[config.mk]
export PLATFORM = sky130hd
export DESIGN_NAME = ram_arbiter
export DESIGN_NICKNAME = d
export VERILOG_FILES = /design/src/rtl/ram_arbiter_pkg.sv /design/src/rtl/ram_arbiter_rr_arb2.sv /design/src/rtl/ram_arbiter.sv
export SDC_FILE = /design/constraint.sdc
export NUM_CORES = 1
export LEC_CHECK = 0
export CAP_MARGIN = 15
export CORE_AREA = 2 2 202 204
export CTS_BUF_LIST = sky130_fd_sc_hd__clkbuf_8
export CTS_CLUSTER_DIAMETER = 50
export DETAILED_ROUTE_END_ITERATION = 10
export DIE_AREA = 0 0 204 206
export DONT_BUFFER_PORTS = 1
export HOLD_SLACK_MARGIN = 0.03
export PLACE_DENSITY = 0.43
export SKIP_LAST_GASP = 1
export SLEW_MARGIN = 20
export SYNTH_ARGS = -nofsm -noshare
export SYNTH_HDL_FRONTEND = slang
export SYNTH_SLANG_ARGS = --single-unit
[constraint.sdc]
create_clock -name clk -period 2.4 [get_ports clk]
set_input_delay 0.72 -clock clk [delete_from_list [all_inputs] [get_ports clk]]
set_output_delay 0.72 -clock clk [all_outputs]
set_load 0.005 [all_outputs]
[src/rtl/ram_arbiter_pkg.sv]
// Shared definitions for the RAM arbiter: width codes, FSM state encoding,
// owner codes and the address range check.
package ram_arbiter_pkg;

   // RAM access width codes, as presented on d_width / ram_width
   localparam logic [1:0] RAM_WIDTH64 = 2'd0;
   localparam logic [1:0] RAM_WIDTH32 = 2'd1;
   localparam logic [1:0] RAM_WIDTH16 = 2'd2;
   localparam logic [1:0] RAM_WIDTH8  = 2'd3;

   // Arbiter FSM state encoding
   localparam logic [1:0] ARB_IDLE    = 2'd0;
   localparam logic [1:0] ARB_ISSUE   = 2'd1;
   localparam logic [1:0] ARB_CAPTURE = 2'd2;
   localparam logic [1:0] ARB_DONE    = 2'd3;

   // Current owner of the RAM
   localparam logic [1:0] OWN_NONE = 2'd0;
   localparam logic [1:0] OWN_I    = 2'd1;
   localparam logic [1:0] OWN_D    = 2'd2;

   // An access faults when its word index, or the word after it that the
   // RAM also reads, lies past the last RAM word.
   function automatic logic addr_fault(input logic [60:0] word_idx,
                                       input logic [60:0] last_ok_word);
      return word_idx > last_ok_word;
   endfunction

endpackage

[src/rtl/ram_arbiter_rr_arb2.sv]
// Two-requester round-robin arbiter. The pointer selects the tie winner
// (0 = data port, 1 = fetch port) and flips to the loser on each accept.
module rr_arb2 #(
   parameter bit RESET_PTR = 1'b0
) (
   input  logic clk,
   input  logic rst_n,
   input  logic req_d,
   input  logic req_i,
   input  logic accept,
   output logic gnt_d,
   output logic gnt_i
);

   logic rr_ptr;

   // Grant the sole requester, or the pointer's choice on a tie
   always_comb begin
      gnt_d = req_d & (~req_i | ~rr_ptr);
      gnt_i = req_i & (~req_d |  rr_ptr);
   end

   // After every accepted grant, favour the other port next time
   always_ff @(posedge clk or negedge rst_n) begin
      if (!rst_n) begin
         rr_ptr <= RESET_PTR;
      end else if (accept) begin
         if (gnt_d)
            rr_ptr <= 1'b1;
         else if (gnt_i)
            rr_ptr <= 1'b0;
      end
   end

endmodule

[src/rtl/ram_arbiter.sv]
// Shares a single-port registered-read RAM between the instruction fetch
// port and the data load/store port. One access in flight at a time:
// IDLE -> ISSUE (ram_cs) -> CAPTURE (read data valid) -> DONE (ack).
module ram_arbiter
   import ram_arbiter_pkg::*;
#(
   parameter int unsigned RAM_BYTES = 65536,
   parameter int unsigned RESET_PTR = 0
) (
   input  logic        clk,
   input  logic        rst_n,
   input  logic        i_req,
   input  logic [63:0] i_addr,
   output logic        i_ack,
   output logic        i_err,
   output logic [63:0] i_rdata,
   input  logic        d_req,
   input  logic        d_we,
   input  logic [63:0] d_addr,
   input  logic [63:0] d_wdata,
   input  logic [1:0]  d_width,
   output logic        d_ack,
   output logic        d_err,
   output logic [63:0] d_rdata,
   output logic        ram_cs,
   output logic        ram_we,
   output logic [63:0] ram_addr,
   output logic [63:0] ram_wdata,
   output logic [1:0]  ram_width,
   input  logic [63:0] ram_rdata
);

   // Highest word index whose successor word still exists in the RAM
   localparam logic [60:0] LAST_OK_WORD = 61'(RAM_BYTES / 8 - 2);

   logic [1:0]  state;
   logic [1:0]  owner;
   logic        err_q;
   logic        op_we;

   logic        accept;
   logic        gnt_d;
   logic        gnt_i;
   logic [63:0] gnt_addr;
   logic        gnt_fault;

   rr_arb2 #(
      .RESET_PTR (RESET_PTR != 0)
   ) u_rr (
      .clk    (clk),
      .rst_n  (rst_n),
      .req_d  (d_req),
      .req_i  (i_req),
      .accept (accept),
      .gnt_d  (gnt_d),
      .gnt_i  (gnt_i)
   );

   // Grant decode and range check for the request being accepted in IDLE
   always_comb begin
      accept    = (state == ARB_IDLE) & (i_req | d_req);
      gnt_addr  = gnt_d ? d_addr : i_addr;
      gnt_fault = addr_fault(gnt_addr[63:3], LAST_OK_WORD);
   end

   // Access sequencer: latch the granted request and step through the RAM timing
   always_ff @(posedge clk or negedge rst_n) begin
      if (!rst_n) begin
         state     <= ARB_IDLE;
         owner     <= OWN_NONE;
         err_q     <= 1'b0;
         op_we     <= 1'b0;
         ram_addr  <= '0;
         ram_wdata <= '0;
         ram_width <= RAM_WIDTH64;
      end else begin
         case (state)
            ARB_IDLE: begin
               if (accept) begin
                  owner <= gnt_d ? OWN_D : OWN_I;
                  if (gnt_fault) begin
                     err_q <= 1'b1;
                     op_we <= 1'b0;
                     state <= ARB_DONE;
                  end else begin
                     err_q     <= 1'b0;
                     op_we     <= gnt_d & d_we;
                     ram_addr  <= gnt_addr;
                     ram_wdata <= gnt_d ? d_wdata : '0;
                     ram_width <= gnt_d ? d_width : RAM_WIDTH64;
                     state     <= ARB_ISSUE;
                  end
               end
            end
            ARB_ISSUE: begin
               state <= ARB_CAPTURE;
            end
            ARB_CAPTURE: begin
               state <= ARB_DONE;
            end
            default: begin
               owner <= OWN_NONE;
               err_q <= 1'b0;
               op_we <= 1'b0;
               state <= ARB_IDLE;
            end
         endcase
      end
   end

   // Read-data holding registers, loaded only at the end of a read's CAPTURE cycle
   always_ff @(posedge clk or negedge rst_n) begin
      if (!rst_n) begin
         i_rdata <= '0;
         d_rdata <= '0;
      end else if (state == ARB_CAPTURE && !op_we) begin
         if (owner == OWN_I)
            i_rdata <= ram_rdata;
         else if (owner == OWN_D)
            d_rdata <= ram_rdata;
      end
   end

   // RAM strobes and per-port completion decoded from the FSM state
   always_comb begin
      ram_cs = (state == ARB_ISSUE);
      ram_we = ram_cs & op_we;
      i_ack  = (state == ARB_DONE) & (owner == OWN_I);
      d_ack  = (state == ARB_DONE) & (owner == OWN_D);
      i_err  = i_ack & err_q;
      d_err  = d_ack & err_q;
   end

endmodule

## After elaboration in Yosys (flattened, before gate mapping)

Cells that the tools add are included.

| storage, ports and cells | value |
|---|---|
| register bits after elaboration | 265 |
| bits of input ports | 263 |
| output and inout port bits | 264 |
| logic and storage cells | 62 |

| cells by class | value |
|---|---|
| order comparisons | 1 |
| equality and inequality tests | 6 |
| multiplexer cells | 17 |
| bitwise operators | 18 |
| reductions and logical operators | 10 |

Operators with widths:

| kind | number |
|---|---|
| 64-bit two-way mux | 2 |
| 61-bit by 13-bit > comparator with 1-bit output (second input constant) | 1 |
| 2-bit two-way mux | 5 |
| 1-bit AND | 9 |
| 2-bit equality test (second input constant) | 3 |
| 1-bit two-way mux | 6 |
| 1-bit NOT | 6 |
| 2-bit case mux with 3 select lines | 1 |
| 2-bit AND reduction | 3 |
| 3-bit AND reduction | 2 |
| 2-bit by 1-bit equality test with 1-bit output (second input constant) | 2 |
| 1-bit case mux with 2 select lines | 2 |
| 2-bit case mux with 2 select lines | 1 |
| 1-bit bitwise OR | 3 |
| 2-bit logical NOT | 1 |
| 2-bit inequality test (second input constant) | 1 |
| 2-bit nonzero test | 1 |
| 2-bit OR reduction | 1 |
| 1-bit logical AND | 1 |
| 1-bit logical NOT | 1 |

## Depth between registers and ports, before layout

| logic depth | value |
|---|---|
| word-level depth | 8 |
| gate-level depth with buffers | 8 |

## Modules after synthesis

From an unflattened synthesis, not the netlist that was laid out.

| second synthesis, totals | value |
|---|---|
| cell total of the unflattened synthesis | 803 |
| area total of the unflattened synthesis | 10780.3 um^2 |

By module, submodules not included:

| module | instances | cells each | area an instance (um^2) | sequential area each (um^2) |
|---|---|---|---|---|
| ram_arbiter | 1 | 797 | 10725.3 | 6606.3 |
| rr_arb2 | 1 | 6 | 55.1 | 25.0 |

## Worst setup path before layout

No wires, ideal clock.

| timing | value |
|---|---|
| path type | input-to-reg |
| from | input port i_addr[46] |
| to | register ram_addr[14] |
| arrival time | 2.137 ns |
| path slack | 0.135 ns |
| cell stages on the path | 6 |
| path through | nor4_1 nand4_1 nor4_2 a22oi_4 buf_2 mux2_1 |

| between the ends | value |
|---|---|
| longest elaborated chain between the ends | 4 |

Ends and longest elaborated chain:

| item | line | source |
|---|---|---|
| start, declared | ram_arbiter.sv:13 | `input logic [63:0] i_addr,` |
| 64-bit two-way mux | ram_arbiter.sv:62 | `gnt_addr = gnt_d ? d_addr : i_addr;` |
| 61-bit by 13-bit > comparator with 1-bit output | ram_arbiter_pkg.sv:26 | `return word_idx > last_ok_word;` |
| 1-bit NOT (no line) | n/a |  |
| 3-bit AND reduction (no line) | n/a |  |
| end signal, assigned | ram_arbiter.sv:88 | `ram_addr <= gnt_addr;` |
| end, declared | ram_arbiter.sv:27 | `output logic [63:0] ram_addr,` |

Every way passes these cells.
A chain may end at the register's enable or synchronous reset.

## Worst setup path in the final report

| timing | value |
|---|---|
| from | register state[1] |
| to | output port i_ack |

| between the ends | value |
|---|---|
| longest elaborated chain between the ends | 2 |

Ends and longest elaborated chain:

| item | line | source |
|---|---|---|
| start, declared | ram_arbiter.sv:36 | `logic [1:0] state;` |
| start signal, assigned | ram_arbiter.sv:69 | `state <= ARB_IDLE;` |
| start signal, assigned | ram_arbiter.sv:84 | `state <= ARB_DONE;` |
| start signal, assigned | ram_arbiter.sv:91 | `state <= ARB_ISSUE;` |
| 2-bit equality test | ram_arbiter.sv:128 | `i_ack = (state == ARB_DONE) & (owner == OWN_I);` |
| 1-bit AND | ram_arbiter.sv:128 |  |
| end, declared | ram_arbiter.sv:14 | `output logic i_ack,` |

Every way passes these cells.

==> impl_metrics.toml <==
[synth]
synth_seq_cells = 265
syn_area_per_cell_um2 = 13.2
synth_cells = 850
seq_area_frac_synth = 0.591
dominantRegCellSynth = "dfrtp_1"
syn-num-nets = 1118
async_flop_share = 1.00
synth_edf_count = 0
synth.distinct_cells = 32
synth_area_um2 = 11200
yosysWarningCount = 0

[timing]
rsz0062_at_grt = "false"
skew_ps = 42.2
final_max_slew_viol_count = 0
fin_setup_tns_ps = 0
worst_pin_slew_ps = 718
setup_viol = 0
relSlewSlack = 0.521
holdWs_ps = -166
clock.fmax_mhz = 437
fin_crit_sh = 0.953
period_minus_slack_ps = 2290
hold_viol = 265

[worst_setup_path]
crit_required_ps = 1680
slowest_stage = "dfrtp_1"
path_delay_family = "flip-flops"
endpoint_kind = "output pin"
path_cells = "buf_4, ha_1, and3_1"
crit_path_start_kind = "flop"
criticalPathCategory = "flop to output pin"
cpPeakStageDelay_ps = 380
ff2ff_setup_slack_ps = 200
cp_data_arrival_time_ps = 1570
critical_path_buf_inv_count = 1
cp_max_fo = 4

[floorplanning]
dieArea_um2 = 42000
core-area_um2 = 40200
die_h_um = 206
start_util = 0.279
die_w_um = 204
rows = 74
ioPinCount = 527

[clock_tree]
numClockSinks = 265
insertion_delay_ps = 620
path_clk_slew_ps = 60
tritoncts = "yes"
cts_max_path_buffers = 3
cts_buffers = 49
cts_setup_buffers = 0
htreeDepth = 2
root_buffer = "clkbuf_8"

[power_and_ir_drop]
power_density_nw_per_um2 = 1040
p_leak_uw = 0.00573
p_int_uw = 9550
p_comb_frac = 0.182
pwr-share-clk = 0.338
sw_frac_of_total = 0.300
ir_drop_mv = 0.517
switchingPower_uw = 4090
seqPwrFrac = 0.481

[routing]
drt_pass1_iterations = 5
route.detailed.drc = 0
dr_total_vias = 7020
wl_per_cell_um = 24.3
routed_via_density = 4.79
drt_wl_total_um = 35700
drt_iter0_drc = 361
ant_nets = 0

[global_routing]
grt_util_all_layers = 0.160
grt_max_degree = 266
first_global_vias = 7475
grt_pass1_wl_um = 49600
grt_overflow = 0
antenna_found_initial = 14

[job]
drv_cap = 0

[placed_design]
gp_congestion = 0.722
port_buffers = 0
dp_hpwl_um = 24800

[hold_path]
hold_class = "input port to asynchronous set/reset pin"

[layout]
multiInputGateArea_um2 = 4390
area_growth_pct = 17.2
seq_area_um2 = 6630
drive_above_1_share = 0.273
fin_nets = 1154
n_fill_cell = 4001
final_util = 0.327

[run_status]
run_status = "complete, but fails checks"
violations = "negative hold slack"
==> synthesized netlist by cell type (2+ instances only) <==
| cell type | count | area (um^2) |
|---|---|---|
| mux2_1 | 12 | 135 |
| buf_2 | 7 | 35.0 |
| dfrtp_1 | 265 | 6630 |
| nand2b_1 | 2 | 12.5 |
| buf_4 | 4 | 30.0 |
| a31oi_1 | 3 | 18.8 |
| a21oi_1 | 4 | 20.0 |
| nor2b_1 | 2 | 12.5 |
| nand2_1 | 59 | 221 |
| nor4_1 | 27 | 169 |
| and2_1 | 116 | 726 |
| nand4_1 | 10 | 62.6 |
| mux2i_1 | 66 | 661 |
| nor2_1 | 8 | 30.0 |
| mux2_2 | 133 | 1500 |
| o2bb2ai_1 | 66 | 578 |
| nand3_1 | 2 | 10.0 |
| buf_1 | 2 | 7.51 |
| clkbuf_1 | 35 | 131 |
| and3_1 | 2 | 12.5 |
| inv_1 | 5 | 18.8 |
| a22o_1 | 2 | 17.5 |
| buf_6 | 4 | 45.0 |
| ha_1 | 5 | 62.6 |
| o21ai_0 | 2 | 10.0 |
==> path summary, 6_finish.rpt <==
kind,startpoint,to,cells after the start
setup / recovery,state[1],i_ack,3
hold / removal,rst_n,ram_addr[26],0
setup reg to reg,state[0],ram_addr[1],7
hold reg to reg,err_q,err_q,2
max in group asynchronous,rst_n,d_rdata[45],0
min in group clk,i_req,u_rr.rr_ptr,1
==> flip-flops by register name (all words and copies together), names as in the netlist <==
name,flops
d_rdata,64
i_rdata,64
ram_addr,64
ram_wdata,64
owner,2
ram_width,2
state,2
err_q,1
op_we,1
u_rr.rr_ptr,1
==> power by group through the flow <==
stage / combinational [uW] / sequential [uW] / clock (uW)
6_report: 2480 / 6550 / 4610
5_1_grt: 2740 / 6710 / 5020
4_1_cts: 2510 / 6590 / 4810
3_5_place_dp: 2510 / 6630 / 0
3_3_place_gp: 2440 / 6680 / 0
2_1_floorplan: 1880 / 6240 / 0
==> cell type report <==
| cell class | count | share of cell area |
|---|---|---|
| flip-flops and latches | 265 | 0.504 |
| multi-input cells | 529 | 0.333 |
| clock buffers | 60 | 0.0628 |
| well taps | 532 | 0.0506 |
| inverters | 5 | 0.00143 |
| clock inverters | 28 | 0.0166 |
| repair buffers | 36 | 0.0291 |
| diodes | 12 | 0.00228 |
==> repair_timing <==
action                                  CTS  global route
gates resized for setup                   0             1
endpoints found under the hold margin   265           265
endpoints found under the setup margin    0            67
==> layout by cell type, fill, tap and decap left out, drive strengths merged <==
master	n
a21o	1
a21oi	4
a22o	2
a22oi	1
a31oi	3
and2	116
and3	2
buf	36
bufinv	3
clkbuf	60
clkinv	5
clkinvlp	2
dfrtp	265
diode	12
ha	5
inv	23
mux2	145
mux2i	66
nand2	59
nand2b	2
nand3	2
nand4	10
nand4b	1
nor2	8
nor2b	3
nor4	28
o21ai	3
o22ai	1
o2bb2ai	66
o32ai	1
==> logic make-up after synthesis <==
family / Yosys count / share of synthesized area
adders and majority gates: 5 / 0.00557
AOI/OAI and AO/OA: 82 / 0.0617
DFF: 265 / 0.591
buffers and inverters: 57 / 0.0239
and+or+nand+nor: 230 / 0.114
muxes: 211 / 0.204
==> metal layers <==
layer	up-vias	GRT usage	routed length, um
li1	3111	-	-
met1	3503	0.166	12200
met2	337	0.280	18500
met3	65	0.0673	3430
met4	4	0.0779	1490
met5	-	0	31
==> through the flow <==
stage                     instances  setup WS, ps  total power, uW  cell area, um^2  hold WS (ps)
after CTS                      1454          20.7            13900            13100          -260
after detailed placement       1366          -427             9140            12100           430
after global routing           1467          2.49            14500            13200          -235
final                          1467           112            13600            13200          -166
after floorplan                 850           135             8120            11200           424
after global placement         1366          -443             9120            12100           429
Note: power is estimated with default switching activity, not from simulation.
